## src/rtl/grid_pixel_sink.sv

```systemverilog
// grid_pixel_sink: receiving end of a raster pixel stream (x, y, colour).
// Tracks the expected raster position, turns in-order pixels into linear
// framebuffer write beats (addr = row_base + x) and drops out-of-order pixels,
// flagging them on seq_error. A pixel at (0,0) arriving out of order is taken
// as a new frame start (resync).
//
// Optional feature: define GRID_SINK_ERRCNT_EN to get a saturating 8-bit
// dropped-pixel counter on err_count; otherwise err_count is tied to zero.
//
// Handshake: a beat transfers on an interface in the cycle where valid and
// ready are both high at the rising clock edge. Once raised, out_valid stays
// high and out_addr/out_colour/out_last stay stable until out_ready is seen.
// in_ready depends only on out_valid and out_ready, never on in_valid.

module grid_pixel_sink #(
  parameter int WIDTH        = 8,
  parameter int ADDR_WIDTH   = 16,
  parameter int COLOUR_WIDTH = 3
) (
  input  logic                    clock,
  input  logic                    resetn,
  input  logic [WIDTH-1:0]        x_max,
  input  logic [WIDTH-1:0]        y_max,
  input  logic                    in_valid,
  output logic                    in_ready,
  input  logic [WIDTH-1:0]        in_x,
  input  logic [WIDTH-1:0]        in_y,
  input  logic [COLOUR_WIDTH-1:0] in_colour,
  output logic                    out_valid,
  input  logic                    out_ready,
  output logic [ADDR_WIDTH-1:0]   out_addr,
  output logic [COLOUR_WIDTH-1:0] out_colour,
  output logic                    out_last,
  output logic                    frame_done,
  output logic                    seq_error,
  input  logic                    clear_err,
  output logic [7:0]              err_count
);

  localparam logic [WIDTH-1:0]      ONE_W = WIDTH'(1);
  localparam logic [ADDR_WIDTH-1:0] ONE_A = ADDR_WIDTH'(1);

  // Raster tracker state
  logic [WIDTH-1:0]        exp_x_q, exp_x_d;
  logic [WIDTH-1:0]        exp_y_q, exp_y_d;
  logic [ADDR_WIDTH-1:0]   row_base_q, row_base_d;
  logic [WIDTH-1:0]        xm_s_q, xm_s_d;
  logic [WIDTH-1:0]        ym_s_q, ym_s_d;

  // One-entry output register
  logic                    out_valid_q, out_valid_d;
  logic [ADDR_WIDTH-1:0]   out_addr_q, out_addr_d;
  logic [COLOUR_WIDTH-1:0] out_colour_q, out_colour_d;
  logic                    out_last_q, out_last_d;
  logic                    frame_done_q, frame_done_d;
  logic                    seq_error_q, seq_error_d;

  // Decode of the current input pixel
  logic                    in_ready_c;
  logic                    accept;
  logic                    at_origin;
  logic                    is_match;
  logic                    in_zero;
  logic                    resync;
  logic                    drop;
  logic                    fwd;
  logic                    use_live;
  logic [WIDTH-1:0]        xm_eff;
  logic [WIDTH-1:0]        ym_eff;
  logic [WIDTH-1:0]        base_x;
  logic [WIDTH-1:0]        base_y;
  logic [ADDR_WIDTH-1:0]   base_rb;
  logic                    is_last;

  // Classify the incoming pixel: in-order, resync at (0,0), or dropped
  always_comb begin
    in_ready_c = ~out_valid_q | out_ready;
    accept     = in_valid & in_ready_c;
    at_origin  = (exp_x_q == '0) && (exp_y_q == '0);
    is_match   = (in_x == exp_x_q) && (in_y == exp_y_q);
    in_zero    = (in_x == '0) && (in_y == '0);
    resync     = accept & ~is_match & in_zero;
    drop       = accept & ~is_match & ~in_zero;
    fwd        = accept & (is_match | in_zero);
    // A frame's dimensions are taken live at its first pixel and frozen
    // for the rest of the frame.
    use_live   = at_origin | resync;
    xm_eff     = use_live ? x_max : xm_s_q;
    ym_eff     = use_live ? y_max : ym_s_q;
    // A resync restarts the frame, so the advance starts from the origin.
    base_x     = resync ? '0 : exp_x_q;
    base_y     = resync ? '0 : exp_y_q;
    base_rb    = resync ? '0 : row_base_q;
    is_last    = (base_x == xm_eff) && (base_y == ym_eff);
  end

  // Next tracker position and frozen frame size
  always_comb begin
    exp_x_d    = exp_x_q;
    exp_y_d    = exp_y_q;
    row_base_d = row_base_q;
    xm_s_d     = use_live ? x_max : xm_s_q;
    ym_s_d     = use_live ? y_max : ym_s_q;
    if (fwd) begin
      if (base_x < xm_eff) begin
        exp_x_d    = base_x + ONE_W;
        exp_y_d    = base_y;
        row_base_d = base_rb;
      end else if (base_y < ym_eff) begin
        exp_x_d    = '0;
        exp_y_d    = base_y + ONE_W;
        row_base_d = base_rb + ADDR_WIDTH'(xm_eff) + ONE_A;
      end else begin
        exp_x_d    = '0;
        exp_y_d    = '0;
        row_base_d = '0;
      end
    end
  end

  // Output beat register, end-of-frame pulse and sticky error flag
  always_comb begin
    out_valid_d  = out_valid_q;
    out_addr_d   = out_addr_q;
    out_colour_d = out_colour_q;
    out_last_d   = out_last_q;
    if (fwd) begin
      out_valid_d  = 1'b1;
      out_addr_d   = base_rb + ADDR_WIDTH'(in_x);
      out_colour_d = in_colour;
      out_last_d   = is_last;
    end else if (out_ready) begin
      out_valid_d  = 1'b0;
      out_last_d   = 1'b0;
    end
    frame_done_d = out_valid_q & out_ready & out_last_q;
    // clear_err takes priority over an error raised in the same cycle
    seq_error_d  = clear_err ? 1'b0 : (seq_error_q | resync | drop);
  end

  // State registers
  always_ff @(posedge clock or negedge resetn) begin
    if (!resetn) begin
      exp_x_q      <= '0;
      exp_y_q      <= '0;
      row_base_q   <= '0;
      xm_s_q       <= '0;
      ym_s_q       <= '0;
      out_valid_q  <= 1'b0;
      out_addr_q   <= '0;
      out_colour_q <= '0;
      out_last_q   <= 1'b0;
      frame_done_q <= 1'b0;
      seq_error_q  <= 1'b0;
    end else begin
      exp_x_q      <= exp_x_d;
      exp_y_q      <= exp_y_d;
      row_base_q   <= row_base_d;
      xm_s_q       <= xm_s_d;
      ym_s_q       <= ym_s_d;
      out_valid_q  <= out_valid_d;
      out_addr_q   <= out_addr_d;
      out_colour_q <= out_colour_d;
      out_last_q   <= out_last_d;
      frame_done_q <= frame_done_d;
      seq_error_q  <= seq_error_d;
    end
  end

`ifdef GRID_SINK_ERRCNT_EN
  logic [7:0] err_count_q, err_count_d;

  // Saturating count of dropped pixels; resyncs are not counted
  always_comb begin
    err_count_d = err_count_q;
    if (clear_err) begin
      err_count_d = 8'd0;
    end else if (drop && (err_count_q != 8'hff)) begin
      err_count_d = err_count_q + 8'd1;
    end
  end

  // Error counter register
  always_ff @(posedge clock or negedge resetn) begin
    if (!resetn) begin
      err_count_q <= 8'd0;
    end else begin
      err_count_q <= err_count_d;
    end
  end

  assign err_count = err_count_q;
`else
  assign err_count = 8'd0;
`endif

  assign in_ready   = in_ready_c;
  assign out_valid  = out_valid_q;
  assign out_addr   = out_addr_q;
  assign out_colour = out_colour_q;
  assign out_last   = out_last_q;
  assign frame_done = frame_done_q;
  assign seq_error  = seq_error_q;

endmodule
```

## config.mk

```make
export PLATFORM = sky130hd
export DESIGN_NAME = grid_pixel_sink
export DESIGN_NICKNAME = d
export VERILOG_FILES = /design/src/rtl/grid_pixel_sink.sv
export SDC_FILE = /design/constraint.sdc
export NUM_CORES = 1
export LEC_CHECK = 0
export ABC_AREA = 0
export BUFFER_PORTS_ARGS = -buffer_cell sky130_fd_sc_hd__buf_4
export CORE_MARGIN = 3
export CORE_UTILIZATION = 50
export DETAILED_ROUTE_END_ITERATION = 10
export PLACE_DENSITY = 0.82
export SLEW_MARGIN = 10
export SYNTH_ARGS = -nofsm -noshare
export SYNTH_HDL_FRONTEND = slang
export SYNTH_SLANG_ARGS = --single-unit
```

## constraint.sdc

```tcl
create_clock -name clock -period 4.5 [get_ports clock]
set_input_delay 0.45 -clock clock [delete_from_list [all_inputs] [get_ports clock]]
set_output_delay 0.45 -clock clock [all_outputs]
set_load 0.01 [all_outputs]
```

Word-level counts from Yosys, hierarchy flattened
Index checks and enable logic that the tools add are counted.
{"block": "word_totals", "regBits": 71, "latchBits": 0, "ramBits": 0, "rom_bits": 0, "memories": 0}
{"block": "op_classes", "n_addsub": 5, "multipliers": 0, "n_div": 0, "n_lt_le_gt_ge": 2, "n_eq_ne": 4, "n_shift": 0, "mux": 14, "bitwise_logic": 15, "reduce_logical": 9}
{"cell": "8-bit two-way mux", "count": 7}
{"cell": "16-bit two-way mux", "count": 3}
{"cell": "16-bit by 8-bit adder with 16-bit output", "count": 2}
{"cell": "8-bit == test", "count": 4}
{"cell": "8-bit logical NOT", "count": 4}
{"cell": "16-bit by 1-bit adder with 16-bit output (second input constant)", "count": 1}
{"cell": "8-bit by 1-bit adder with 8-bit output (second input constant)", "count": 2}
{"cell": "8-bit < comparator", "count": 2}
{"cell": "1-bit bitwise AND", "count": 7}
{"cell": "1-bit bitwise OR", "count": 5}
{"cell": "1-bit logical AND", "count": 4}
{"cell": "1-bit two-way mux", "count": 4}
{"cell": "1-bit NOT", "count": 3}
{"cell": "2-bit nonzero test", "count": 1}

Logic depth before layout (Yosys ltp)
Gate-level depths: netlist of run 1.
{"block": "depth", "word_depth": 11, "depth_mapped": 22}

Least setup slack after synthesis of run 1
OpenSTA, ideal clock, no wires.
{"block": "synth_path", "path_type": "input to register", "from": "input port in_x[3]", "to": "register row_base_q[8]", "setup_ns": 0.124, "arrival_time_ns": 4.450, "path_slack_ns": -0.074, "stages": 19, "path_buffers": 2, "path_cell_list": "buf_6 xor2_1 nor4_1 nand4_1 a21oi_4 clkbuf_1 mux2i_1 ha_1 inv_1 fa_1 a21oi_1 o21ai_0 a32oi_1 o32a_4 o31ai_4 a211o_1 o211ai_4 o31ai_1 a211o_1"}
{"block": "synth_via", "elab_chain_cells": 11, "elab_cells_between_ends": 21, "cone_classes": "add/sub: 2; order compare: 2; eq/ne: 1; mux: 7; bitwise: 6; reduce/logical: 3"}
{"item": "start, declared", "line_no": "26", "rtl": "input logic [WIDTH-1:0] in_x,"}
{"item": "8-bit == test", "line_no": "80", "rtl": "is_match = (in_x == exp_x_q) && (in_y == exp_y_q);"}
{"item": "1-bit logical AND", "line_no": "80"}
{"item": "1-bit NOT", "line_no": "82", "rtl": "resync = accept & ~is_match & in_zero;"}
{"item": "1-bit bitwise AND (2 in series)", "line_no": "82"}
{"item": "1-bit bitwise OR", "line_no": "87", "rtl": "use_live = at_origin | resync;"}
{"item": "8-bit two-way mux"}
{"item": "16-bit by 8-bit adder with 16-bit output", "line_no": "112", "rtl": "row_base_d = base_rb + ADDR_WIDTH'(xm_eff) + ONE_A;"}
{"item": "16-bit by 1-bit adder with 16-bit output", "line_no": "112"}
{"item": "16-bit two-way mux", "line_no": "109", "rtl": "end else if (base_y < ym_eff) begin"}
{"item": "16-bit two-way mux", "line_no": "105", "rtl": "if (base_x < xm_eff) begin"}
{"item": "end signal, assigned", "line_no": "158", "rtl": "row_base_q <= row_base_d;"}
{"item": "end, declared", "line_no": "46", "rtl": "logic [ADDR_WIDTH-1:0] row_base_q, row_base_d;"}
Several ways; a longest one is shown, not always the timed one.
A chain may end at the register's enable or synchronous reset.

Final worst setup path of run 1
{"block": "layout_path", "from": "register exp_y_q[7]", "to": "register row_base_q[14]"}
{"block": "layout_via", "elab_chain_cells": 11, "elab_cells_between_ends": 21, "cone_classes": "add/sub: 2; order compare: 2; eq/ne: 1; mux: 7; bitwise: 6; reduce/logical: 3"}
{"item": "start, declared", "line_no": "45", "rtl": "logic [WIDTH-1:0] exp_y_q, exp_y_d;"}
{"item": "start signal, assigned", "line_no": "157", "rtl": "exp_y_q <= exp_y_d;"}
{"item": "8-bit == test", "line_no": "80"}
{"item": "1-bit logical AND", "line_no": "80"}
{"item": "1-bit NOT", "line_no": "82"}
{"item": "1-bit bitwise AND (2 in series)", "line_no": "82"}
{"item": "1-bit bitwise OR", "line_no": "87"}
{"item": "8-bit two-way mux"}
{"item": "16-bit by 8-bit adder with 16-bit output", "line_no": "112"}
{"item": "16-bit by 1-bit adder with 16-bit output", "line_no": "112"}
{"item": "16-bit two-way mux", "line_no": "109"}
{"item": "16-bit two-way mux", "line_no": "105"}
Several ways; a longest one is shown, not always the timed one.

==> results of run 1 <==
repair_timing:
| item | CTS | global route |
|---|---|---|
| gates resized for setup | 0 | 9 |
| endpoints found under the setup margin | 0 | 28 |
| setup buffers | 0 | 1 |
worst max path at each step:
stage | startpoint | slack (ns) | depth (start not counted) | to
2_1_floorplan | in_x[3] | 0.0002 | 19 | row_base_q[8]
3_3_place_gp | in_y[3] | 0.05 | 19 | row_base_q[8]
3_5_place_dp | in_x[1] | 0.01 | 19 | row_base_q[14]
4_1_cts | exp_x_q[7] | 0.04 | 17 | row_base_q[8]
5_1_grt | exp_y_q[6] | 0.02 | 19 | row_base_q[12]
6_report | exp_y_q[7] | 0.17 | 18 | row_base_q[14]
layout make-up:
| class | instances | area, um^2 |
|---|---|---|
| Tap cell | 133 | 166 |
| Timing Repair Buffer | 128 | 961 |
| Fill cell | 841 | 3550 |
| Multi-Input combinational cell | 432 | 3050 |
| Inverter | 36 | 135 |
| Clock buffer | 9 | 124 |
| Clock inverter | 7 | 61.3 |
| Sequential cell | 71 | 1780 |
state kept, by name, indices dropped and copies added (netlist names):
name	cells
frame_done	1
seq_error	1
exp_y_q	8
xm_s_q	8
row_base_q	16
out_valid	1
out_colour	3
exp_x_q	8
out_last	1
out_addr	16
ym_s_q	8
kinds of logic (layout without fill, tap and decap cells):
family | after synthesis | in the layout | synth area share, %
simple gates | 201 | 201 | 20.1
mux | 19 | 19 | 3.92
xor+xnor | 35 | 35 | 6.04
buf+inv | 70 | 180 | 6.53
compound gates | 136 | 136 | 20.0
fa+ha+maj | 33 | 33 | 8.38
other cells | 1 | 8 | 0.0739
flops | 71 | 71 | 35.0
cell usage after synthesis (5+ instances only):
cell type,count,area share [%]
nand2_1,73,5.4
dfrtp_1,71,35
inv_1,36,2.7
o21ai_0,31,3.1
ha_1,30,7.4
nor2_1,30,2.2
a21oi_1,24,2.4
xor2_1,22,3.8
and2_1,17,2.1
nand3_1,15,1.5
xnor2_1,13,2.2
buf_4,12,1.8
clkbuf_1,12,0.89
mux2i_1,12,2.4
nor4_1,11,1.4
and3_1,9,1.1
o211ai_1,9,1.3
a22o_1,8,1.4
a32o_1,7,1.4
buf_2,7,0.69
mux2_2,7,1.6
nand4_1,7,0.86
nor3_1,7,0.69
o31ai_1,6,0.89
a21o_1,5,0.74
where the power goes:
group          leakage, nW  internal (mW)  switching (mW)
clock               0.0892          0.211           0.290
combinational         2.15         0.0527          0.0692
sequential           0.954          0.641         0.00153
total                 3.19          0.905           0.361
through the flow:
| stage | hold WS [ns] | area [um^2] | worst slack, ns | util (%) | instances |
|---|---|---|---|---|---|
| floorplan | 0.154 | 5110 | 0.000163 | - | 573 |
| global placement | 0.456 | 6040 | 0.0515 | 61.5 | 799 |
| detailed placement | 0.473 | 6040 | 0.0108 | 61.5 | 799 |
| CTS | 0.214 | 6220 | 0.0421 | 63.4 | 815 |
| global route | 0.225 | 6270 | 0.0151 | 63.9 | 816 |
| finish | 0.177 | 6270 | 0.165 | 63.9 | 816 |
per-layer routing:
layer,vias up,global-route usage (%)
li1,2247,-
met1,2334,31.7
met2,211,44.7
met3,51,4.70
met4,0,13.3
met5,-,0
critical path: stages (launching register included):
cell      delay, ns
dfrtp_1        0.44
xor2_1         0.18
nor4_1         0.38
nand4_1        0.24
buf_4          0.20
nand2_1        0.28
nand2_1        0.24
ha_1           0.25
inv_1          0.07
fa_1           0.21
a21oi_2        0.09
nand2_1        0.07
a32oi_1        0.13
o32a_4         0.26
o31ai_4        0.26
a211o_1        0.23
o211ai_4       0.13
or4_1          0.51
nand3_1        0.09
==> results by group, run 1 <==
Outcome
  – Run status: completed

Worst setup path
  – Worst reg-to-reg setup slack: 0.17 ns
  – Worst flop-to-flop path endpoint: row_base_q[14]
  – Data required time of the worst path: about 4.8 ns
  – Worst Reg-to-Reg Cells: 18
  – Worst Setup Path Type: reg2reg
  – CP endpoint kind: flop
  – CP max FO: 10
  – Reg2Reg Launch Point: exp_y_q[7]
  – Arrival time of the worst setup path: 4.65 ns
  – Startpoint types: flop

Final layout
  – Leading cell type in the layout, fill and taps excluded: buf_4
  – Net total in the final layout: 750
  – Commonest non-fill, non-tap cells in the layout: buf_4, nand2_1, dfrtp_1
  – Diodes inserted: 0
  – Ratio of cells with drive above 1 in the final layout: 26.4%
  – Area overhead of the layout relative to synthesis: 23.5%

Synth
  – Fraction of registers with async set/reset: 100%
  – Number of synthesized flops with an enable pin: 0
  – Mean instance size in the synthesized netlist: 8.97 um^2
  – Post-Synthesis Cell Area: roughly 5000 um^2
  – Unique masters post-synth: 74
  – Post-Synthesis Cells: approximately 570
  – Share of synthesized area occupied by flip-flops and latches: between 30% and 40%
  – Flip-flop and latch count after synthesis: slightly above 70
  – Primary flip-flop cell chosen by synthesis mapping: dfrtp_1
  – Synthesis warning total: 0

Clocking
  – Count of hold buffers inserted by post-cts repair: 0
  – Insertion delay of the later-clocked pin in the worst-skew pair: around 0.37 ns
  – CTS HTree Levels: 3
  – CTS tree: done
  – Number of buffers added by the clock tree synthesis step: 9
  – Library cell used as clock root buffer: clkbuf_8
  – TritonCTS Sinks: 71
  – Max clock buf depth: 2
  – Clock input transition at the sequential cells of the worst setup and hold paths: 0.09 ns

STA
  – Finish-stage setup viols: 0
  – Max-slew violation total from the final report: 0
  – Accumulated negative setup slack: 0 ns
  – Clock skew after layout: 0.0115 ns
  – Slew @ Worst Pin: 0.957 ns
  – Remaining max-slew budget at the tightest pin: 36.2%
  – Number of hold-slack violations in the final timing report: 0
  – Setup repair after global routing missed its margin: no
  – Period utilization: 96.3%
  – Crit path time final: 4.33 ns
  – Timing-limited maximum frequency: 231 MHz

Global routing
  – GRT Total Usage: 26.2%
  – Wire length of the first global-routing pass: 23.5 mm
  – Maximum number of pins on one net before global-route repair: 72
  – Initial antenna violation count: 0
  – Overflow after GRT: 0
  – Vias in the first global route: 4,904

Floorplanning
  – Horizontal extent of the die: 107 um
  – Core Area: 9820 um^2
  – Vertical extent of the die: 107 um
  – Die outline area: 11,400 um^2
  – Ports: 72
  – Count of standard-cell rows: 36
  – Initial Util: between 50% and 60%

Placed design
  – Detailed placer's ending HPWL: 11.0 mm
  – Port Buffers: 63
  – Weighted congestion at the end of routability-driven global placement: 0.914

Routing
  – Total length of routed wires: 14.8 mm
  – Detailed-route vias per instance: 5.94
  – Number of design rule violations left after detail routing: 0
  – DR iter-0 viols: 375
  – Met2 WL: approximately 7.3 mm
  – Average routed wire per standard cell: 18.1 um
  – Via count of the routed design: 4,843
  – Number of routed nets with antenna violations: 0
  – Total met3 wirelength after detailed routing: 898 um
  – DRT Pass-1 Iters: 5
  – Met1 Wirelength: 6.00 mm
  – Highest routing layer actually used: met4

Power
  – Leak pwr: 3.19 nW
  – Total power: 1.27 mW
  – Worst voltage drop across the vdd grid: 0.115 mV
  – Cell Pwr Density: 202 nW/um^2

Worst hold path
  – Path class of the lowest-slack min-delay path: in2async

Run
  – Maxcap violations: 0
Note: power is estimated with default switching activity, not from simulation.
==> run 2, diff against run 1 <==
--- a/config.mk
+++ b/config.mk
@@ -10,7 +10,8 @@
 export CORE_MARGIN = 3
 export CORE_UTILIZATION = 50
 export DETAILED_ROUTE_END_ITERATION = 10
-export PLACE_DENSITY = 0.82
+export MAX_ROUTING_LAYER = met4
+export PLACE_DENSITY = 0.81
 export SLEW_MARGIN = 10
 export SYNTH_ARGS = -nofsm -noshare
 export SYNTH_HDL_FRONTEND = slang
==> constraint.sdc (replaced) <==
create_clock -name clock -period 4.5 [get_ports clock]
set_input_delay 0.225 -clock clock [delete_from_list [all_inputs] [get_ports clock]]
set_output_delay 0.225 -clock clock [all_outputs]
set_load 0.01 [all_outputs]
==> results by group, run 2 (synthesized netlist as in run 1, its figures left out) <==
Worst setup path
  – Worst path most repeated cell: buf_4
  – CP endpoint kind: flop
  – Worst Setup Path Type: reg2reg
  – Largest delay contributor family on the critical path: simple AND/OR/NAND/NOR gates
  – Cell at the slowest stage of the critical path: nor4_1
  – Count of buffering cells on the critical path with inverters included: 4 (+2)
  – Arrival time of the worst setup path: 4.70 ns (+0.05 ns)
  – Cell-by-cell listing of the critical path: nor4_1, and4_1, a21oi_4, mux2i_4, ha_1, inv_1, fa_2, a21oi_2, buf_4, buf_4, o32a_4, o31ai_4, a211o_1, o211ai_4, buf_4, or4_1, nand3_1
  – Crit path largest cell delay: 0.58 ns (+0.07 ns)
  – Data required time of the worst path: 4.79 ns (-0.02 ns)
  – Startpoint types: flop
  – CP max FO: 7 (-3)

Floorplanning
  – Die outline area: 11,400 um^2 (unchanged)
  – Vertical extent of the die: 107 um (unchanged)
  – Count of standard-cell rows: 36 (unchanged)
  – Horizontal extent of the die: 107 um (unchanged)
  – Core Area: 9820 um^2 (unchanged)
  – Ports: 72 (unchanged)
  – Initial Util: 51.7% (unchanged)

STA
  – Max-slew violation total from the final report: 0 (unchanged)
  – Crit path time final: 4.41 ns (+0.0739 ns)
  – Slew @ Worst Pin: 0.935 ns (-0.0221 ns)
  – Finish-stage setup viols: 0 (unchanged)
  – Number of hold-slack violations in the final timing report: 2 (+2)
  – Accumulated negative setup slack: 0 ns (unchanged)
  – Clock skew after layout: 0.0103 ns (-0.00112 ns)
  – Timing-limited maximum frequency: 227 MHz (-1.7%)
  – Remaining max-slew budget at the tightest pin: 37.7% (+1.5 points)
  – Period utilization: 98.0% (+1.6 points)
  – Fin Hold WS: -0.00798 ns (-0.184 ns)

Run
  – Maxcap violations: 0 (unchanged)

Clocking
  – Count of hold buffers inserted by post-cts repair: 0 (unchanged)
  – CTS HTree Levels: 3 (unchanged)
  – Number of buffers added by the clock tree synthesis step: 9 (unchanged)
  – Library cell used as clock root buffer: clkbuf_8
  – CTS tree: done
  – Insertion delay of the later-clocked pin in the worst-skew pair: 0.35 ns (-0.02 ns)
  – Max clock buf depth: 2 (unchanged)
  – TritonCTS Sinks: 71 (unchanged)
  – Clock input transition at the sequential cells of the worst setup and hold paths: 0.08 ns (about the same)

Routing
  – Via count of the routed design: 4,795 (-0.99%)
  – Number of routed nets with antenna violations: 0 (unchanged)
  – Average routed wire per standard cell: 17.6 um (-2.6%)
  – DR iter-0 viols: 372 (-0.80%)
  – Detailed-route vias per instance: 5.94 (+0.11%)
  – Total length of routed wires: 14.2 mm (-3.7%)
  – Number of design rule violations left after detail routing: 0 (unchanged)
  – DRT Pass-1 Iters: 5 (unchanged)

Global routing
  – Wire length of the first global-routing pass: 22.5 mm (-4.5%)
  – Initial antenna violation count: 0 (unchanged)
  – Overflow after GRT: 0 (unchanged)
  – GRT Total Usage: 25.4% (-0.82 points)
  – Vias in the first global route: 4,666 (-4.9%)
  – Maximum number of pins on one net before global-route repair: 72 (unchanged)

Placed design
  – Port Buffers: 63 (unchanged)
  – Cell count after placement: 788 (-1.4%)
  – Weighted congestion at the end of routability-driven global placement: 0.946 (+3.5%)
  – Detailed placer's ending HPWL: 10.7 mm (-2.4%)

Final layout
  – Ratio of cells with drive above 1 in the final layout: 25.7% (-0.69 points)
  – Commonest non-fill, non-tap cells in the layout: buf_4, nand2_1, dfrtp_1
  – Diodes inserted: 0 (unchanged)
  – Leading cell type in the layout, fill and taps excluded: buf_4
  – Non-filler cells, final: 807 (-1.1%)
  – Area overhead of the layout relative to synthesis: 23.1%
  – Net total in the final layout: 741 (-1.2%)
  – Filler cell count: 823 (-2.1%)

Power
  – Worst voltage drop across the vdd grid: 0.173 mV (+50%)
  – Cell Pwr Density: 207 nW/um^2 (+2.4%)
  – Leak pwr: 3.15 nW (-1.3%)

Worst hold path
  – Path class of the lowest-slack min-delay path: in2async

Outcome
  – Failing checks: negative hold slack
  – Run status: finished, violations left
==> run 2: cell type report <==
class	instances	area [um^2]	area share (%)
clock buffer	10	128	2.04
clock inverter	6	68.8	1.10
inverter	36	135	2.16
multi-input combinational	432	3080	49.3
sequential	71	1780	28.4
tap	133	166	2.66
timing repair buffer	119	893	14.3
==> run 2: worst register-to-register path: stages (launching register included) <==
cell and delay (ns):
dfrtp_1 0.45, nor4_1 0.58, and4_1 0.47, a21oi_4 0.11, mux2i_4 0.21, ha_1 0.22
inv_1 0.07, fa_2 0.21, a21oi_2 0.08, buf_4 0.13, buf_4 0.12, o32a_4 0.32
o31ai_4 0.26, a211o_1 0.23, o211ai_4 0.09, buf_4 0.17, or4_1 0.53, nand3_1 0.11
==> run 2: worst paths after layout <==
path	slack [ns]	startpoint	depth (start not counted)	to
max	0.09	exp_y_q[3]	17	row_base_q[12]
min	-0.008	resetn	1	xm_s_q[4]
max reg2reg	0.09	exp_y_q[3]	17	row_base_q[12]
min reg2reg	0.48	ym_s_q[7]	2	ym_s_q[7]
max in group asynchronous	3.89	resetn	1	exp_x_q[6]
min in group clock	0	clear_err	2	seq_error
==> run 2: where the power goes <==
group          switching (mW)  internal (mW)
registers             0.00173          0.641
logic                  0.0683         0.0529
clock network           0.269          0.259
total                   0.339          0.953
==> run 2: what timing repair did <==
action / CTS / global route
pin swaps: 1 / 7
resized for setup: 1 / 15
setup buffers: 1 / 2
setup endpoints to repair: 4 / 23
==> run 2: per-layer routing <==
metal	track usage (%)	vias up	share of wire, %
met4	11.4	0	3.5
met2	40.2	220	48
met3	4.09	49	7.7
li1	-	2227	-
met5	-	-	0
met1	32.2	2299	41
==> run 2: through the flow <==
stage / total power [mW] / cell area (um^2) / setup slack [ns] / util (%) / hold WS (ns)
global placement: 0.769 / 5960 / 0.206 / 60.7 / 0.378
global route: 1.33 / 6250 / -0.0213 / 63.7 / 0.0181
detailed placement: 0.771 / 5960 / -0.0369 / 60.7 / 0.378
floorplan: 0.709 / 5100 / 0.0348 / - / -0.0706
CTS: 1.30 / 6170 / 0.0291 / 62.8 / 0.000792
finish: 1.29 / 6250 / 0.0915 / 63.7 / -0.00798
==> run 3, diff against run 2 <==
--- a/config.mk
+++ b/config.mk
@@ -12,6 +12,7 @@
 export DETAILED_ROUTE_END_ITERATION = 10
 export MAX_ROUTING_LAYER = met4
 export PLACE_DENSITY = 0.81
+export RECOVER_POWER = 25
 export SLEW_MARGIN = 10
 export SYNTH_ARGS = -nofsm -noshare
 export SYNTH_HDL_FRONTEND = slang
==> results by group, run 3 (synthesized netlist as in run 1, its figures left out) <==
Final layout
  – Leading cell type in the layout, fill and taps excluded: buf_4
  – Diodes inserted: 0 (unchanged)
  – Filler cell count: 822 (-0.12%)
  – Area of all sequential standard cells: 1780 um^2 (unchanged)
  – Multi-input gate area in the final layout: 3080 um^2 (unchanged)
  – Summed area of non-filler cells in the final layout: 6250 um^2 (about the same)
  – Post-route core utilization: 63.6% (about the same)
  – Ratio of cells with drive above 1 in the final layout: 25.5% (-0.15 points)
  – Non-filler cells, final: 807 (unchanged)
  – Commonest non-fill, non-tap cells in the layout: buf_4, nand2_1, dfrtp_1
  – Net total in the final layout: 741 (unchanged)
  – Area overhead of the layout relative to synthesis: 23.1% (about the same)

STA
  – Timing-limited maximum frequency: 227 MHz (-0.12%)
  – Max-slew violation total from the final report: 72 (+72)
  – Number of hold-slack violations in the final timing report: 0 (-2)
  – Clock skew after layout: 0.0107 ns (+0.000390 ns)
  – Crit path time final: 4.41 ns (+0.00543 ns)
  – Remaining max-slew budget at the tightest pin: -161% (-200 points)
  – Worst setup slack after layout: 0.0860 ns (-0.00543 ns)
  – Period utilization: 98.1% (+0.12 points)
  – Slew @ Worst Pin: 3.92 ns (+2.98 ns)
  – Finish-stage setup viols: 0 (unchanged)

Placed design
  – Port Buffers: 63 (unchanged)
  – Cell count after placement: 788 (unchanged)
  – Pre-CTS worst setup slack: -0.0369 ns (unchanged)
  – Detailed placer's ending HPWL: 10.7 mm (unchanged)
  – Placed Area: 5960 um^2 (unchanged)
  – Weighted congestion at the end of routability-driven global placement: 0.946 (unchanged)

Floorplanning
  – Vertical extent of the die: 107 um (unchanged)
  – Core Area: 9820 um^2 (unchanged)
  – Initial Util: 51.7% (unchanged)
  – Horizontal extent of the die: 107 um (unchanged)
  – Count of standard-cell rows: 36 (unchanged)
  – Die outline area: 11,400 um^2 (unchanged)
  – Ports: 72 (unchanged)

Outcome
  – Run status: finished, violations left
  – Failing checks: max-capacitance violations, max-slew violations

Power
  – Switching share of total power: 26.2% (+0.034 points)
  – Cell Pwr Density: 207 nW/um^2 (about the same)
  – Internal power component: 0.953 mW (about the same)
  – Worst voltage drop across the vdd grid: 0.173 mV (+0.18%)
  – Power dissipated by switching net loads: 0.339 mW (+0.15%)
  – Seq pwr share: 49.7% (about the same)
  – Power share of the combinational group: 9.4% (about the same)
  – Total power: 1.29 mW (about the same)
  – Leak pwr: 3.15 nW (-0.11%)
  – Share of power burned in the clock network: 40.9% (about the same)

Routing
  – DR iter-0 viols: 372 (unchanged)
  – Total length of routed wires: 14.2 mm (-0.35%)
  – Average routed wire per standard cell: 17.6 um (-0.35%)
  – Detailed-route vias per instance: 5.91 (-0.52%)
  – Number of design rule violations left after detail routing: 0 (unchanged)
  – Via count of the routed design: 4,770 (-0.52%)
  – Number of routed nets with antenna violations: 0 (unchanged)
  – DRT Pass-1 Iters: 7 (+2)

Worst setup path
  – Count of buffering cells on the critical path with inverters included: 4 (unchanged)
  – Reg2Reg Launch Point: exp_y_q[3]
  – Arrival time of the worst setup path: 4.71 ns (about the same)
  – Crit path largest cell delay: 0.58 ns (about the same)
  – Worst path most repeated cell: buf_4
  – Largest delay contributor family on the critical path: simple AND/OR/NAND/NOR gates
  – Cell-by-cell listing of the critical path: nor4_1, and4_1, a21oi_4, mux2i_4, ha_1, inv_1, fa_2, a21oi_2, buf_4, buf_4, o32a_4, o31ai_4, a211o_1, o211ai_4, buf_4, or4_1, nand3_1
  – CP endpoint kind: flop
  – Worst flop-to-flop path endpoint: row_base_q[12]
  – Worst Setup Path Type: reg2reg
  – Cell at the slowest stage of the critical path: nor4_1
  – CP max FO: 7 (unchanged)
  – Data required time of the worst path: 4.79 ns (about the same)
  – Worst reg-to-reg setup slack: 0.09 ns (about the same)
  – Startpoint types: flop
  – Worst Reg-to-Reg Cells: 17 (unchanged)

Clocking
  – CTS tree: done
  – TritonCTS Sinks: 71 (unchanged)
  – CTS HTree Levels: 3 (unchanged)
  – Clock input transition at the sequential cells of the worst setup and hold paths: 0.08 ns (about the same)
  – Count of hold buffers inserted by post-cts repair: 0 (unchanged)
  – Insertion delay of the later-clocked pin in the worst-skew pair: 0.35 ns (about the same)
  – Library cell used as clock root buffer: clkbuf_8
  – Max clock buf depth: 2 (unchanged)
  – Number of buffers added by the clock tree synthesis step: 9 (unchanged)

Global routing
  – Vias in the first global route: 4,666 (unchanged)
  – Wire length of the first global-routing pass: 22.5 mm (unchanged)
  – Overflow after GRT: 0 (unchanged)
  – Initial antenna violation count: 0 (unchanged)
  – GRT Total Usage: 25.4% (unchanged)
  – Maximum number of pins on one net before global-route repair: 72 (unchanged)

Run
  – Maxcap violations: 1 (+1)

Worst hold path
  – Path class of the lowest-slack min-delay path: in2reg
  – Count of cells along the worst hold path: 2
  – Hold endpoint: seq_error
  – Start point of the worst min-delay path: clear_err
## run 3: changes by cell type in the layout (fill, tap and decap cells not counted), sizes merged
cell    change
clkbuf      +1
buf         -1
## run 3: power by group through the flow
stage / Sequential, mW / Clock, mW / Combinational (mW)
floorplan: 0.655 / 0 / 0.0536
global placement: 0.655 / 0 / 0.114
detailed placement: 0.655 / 0 / 0.116
CTS: 0.642 / 0.537 / 0.117
global route: 0.643 / 0.554 / 0.133
finish: 0.643 / 0.528 / 0.121
## run 3: area by class of cell
class / count / area share, %
clock buffers: 10 / 2.04
clock inverters: 6 / 1.10
inverters: 36 / 2.16
multi-input cells: 432 / 49.4
flip-flops and latches: 71 / 28.4
well taps: 133 / 2.66
repair buffers: 119 / 14.2
## run 3: timing repair
item / 4_1_cts / 5_1_grt
setup buffers: 1 / 2
setup endpoints to repair: 4 / 23
gates resized for setup: 1 / 15
pin swaps: 1 / 7
## run 3: per-stage QoR
| step | setup TNS [ns] | hold WS (ns) |
|---|---|---|
| CTS | 0 | 0.000792 |
| finish | 0 | 0.00553 |
| floorplan | 0 | -0.0706 |
| detailed placement | -0.132 | 0.378 |
| global route | -0.0740 | 0.0181 |
| global placement | 0 | 0.378 |
## run 3: layer usage
layer  vias to the layer above  global-route usage [%]  share of wire, %
met5                         -                       -                 0
met4                         0                    11.4               3.5
met3                        45                    4.09               8.0
met2                       206                    40.2                48
met1                      2293                    32.2                41
li1                       2226                       -                 -
## run 3: how the worst max path moves through the flow
stage | slack [ns] | to | cells after the start | from
2_1_floorplan | 0.03 | row_base_q[8] | 19 | exp_x_q[2]
3_3_place_gp | 0.21 | row_base_q[8] | 17 | exp_y_q[4]
3_5_place_dp | -0.04 | row_base_q[12] | 18 | exp_y_q[4]
4_1_cts | 0.03 | row_base_q[12] | 18 | exp_y_q[2]
5_1_grt | -0.02 | row_base_q[3] | 17 | exp_y_q[3]
6_report | 0.09 | row_base_q[12] | 17 | exp_y_q[3]
## run 3: worst register-to-register path, stage by stage (launching register included)
cell and delay (ns):
dfrtp_1 0.45, nor4_1 0.58, and4_1 0.47, a21oi_4 0.11, mux2i_4 0.21, ha_1 0.22
inv_1 0.07, fa_2 0.21, a21oi_2 0.08, buf_4 0.13, buf_4 0.12, o32a_4 0.32
o31ai_4 0.26, a211o_1 0.22, o211ai_4 0.09, buf_4 0.17, or4_1 0.53, nand3_1 0.11
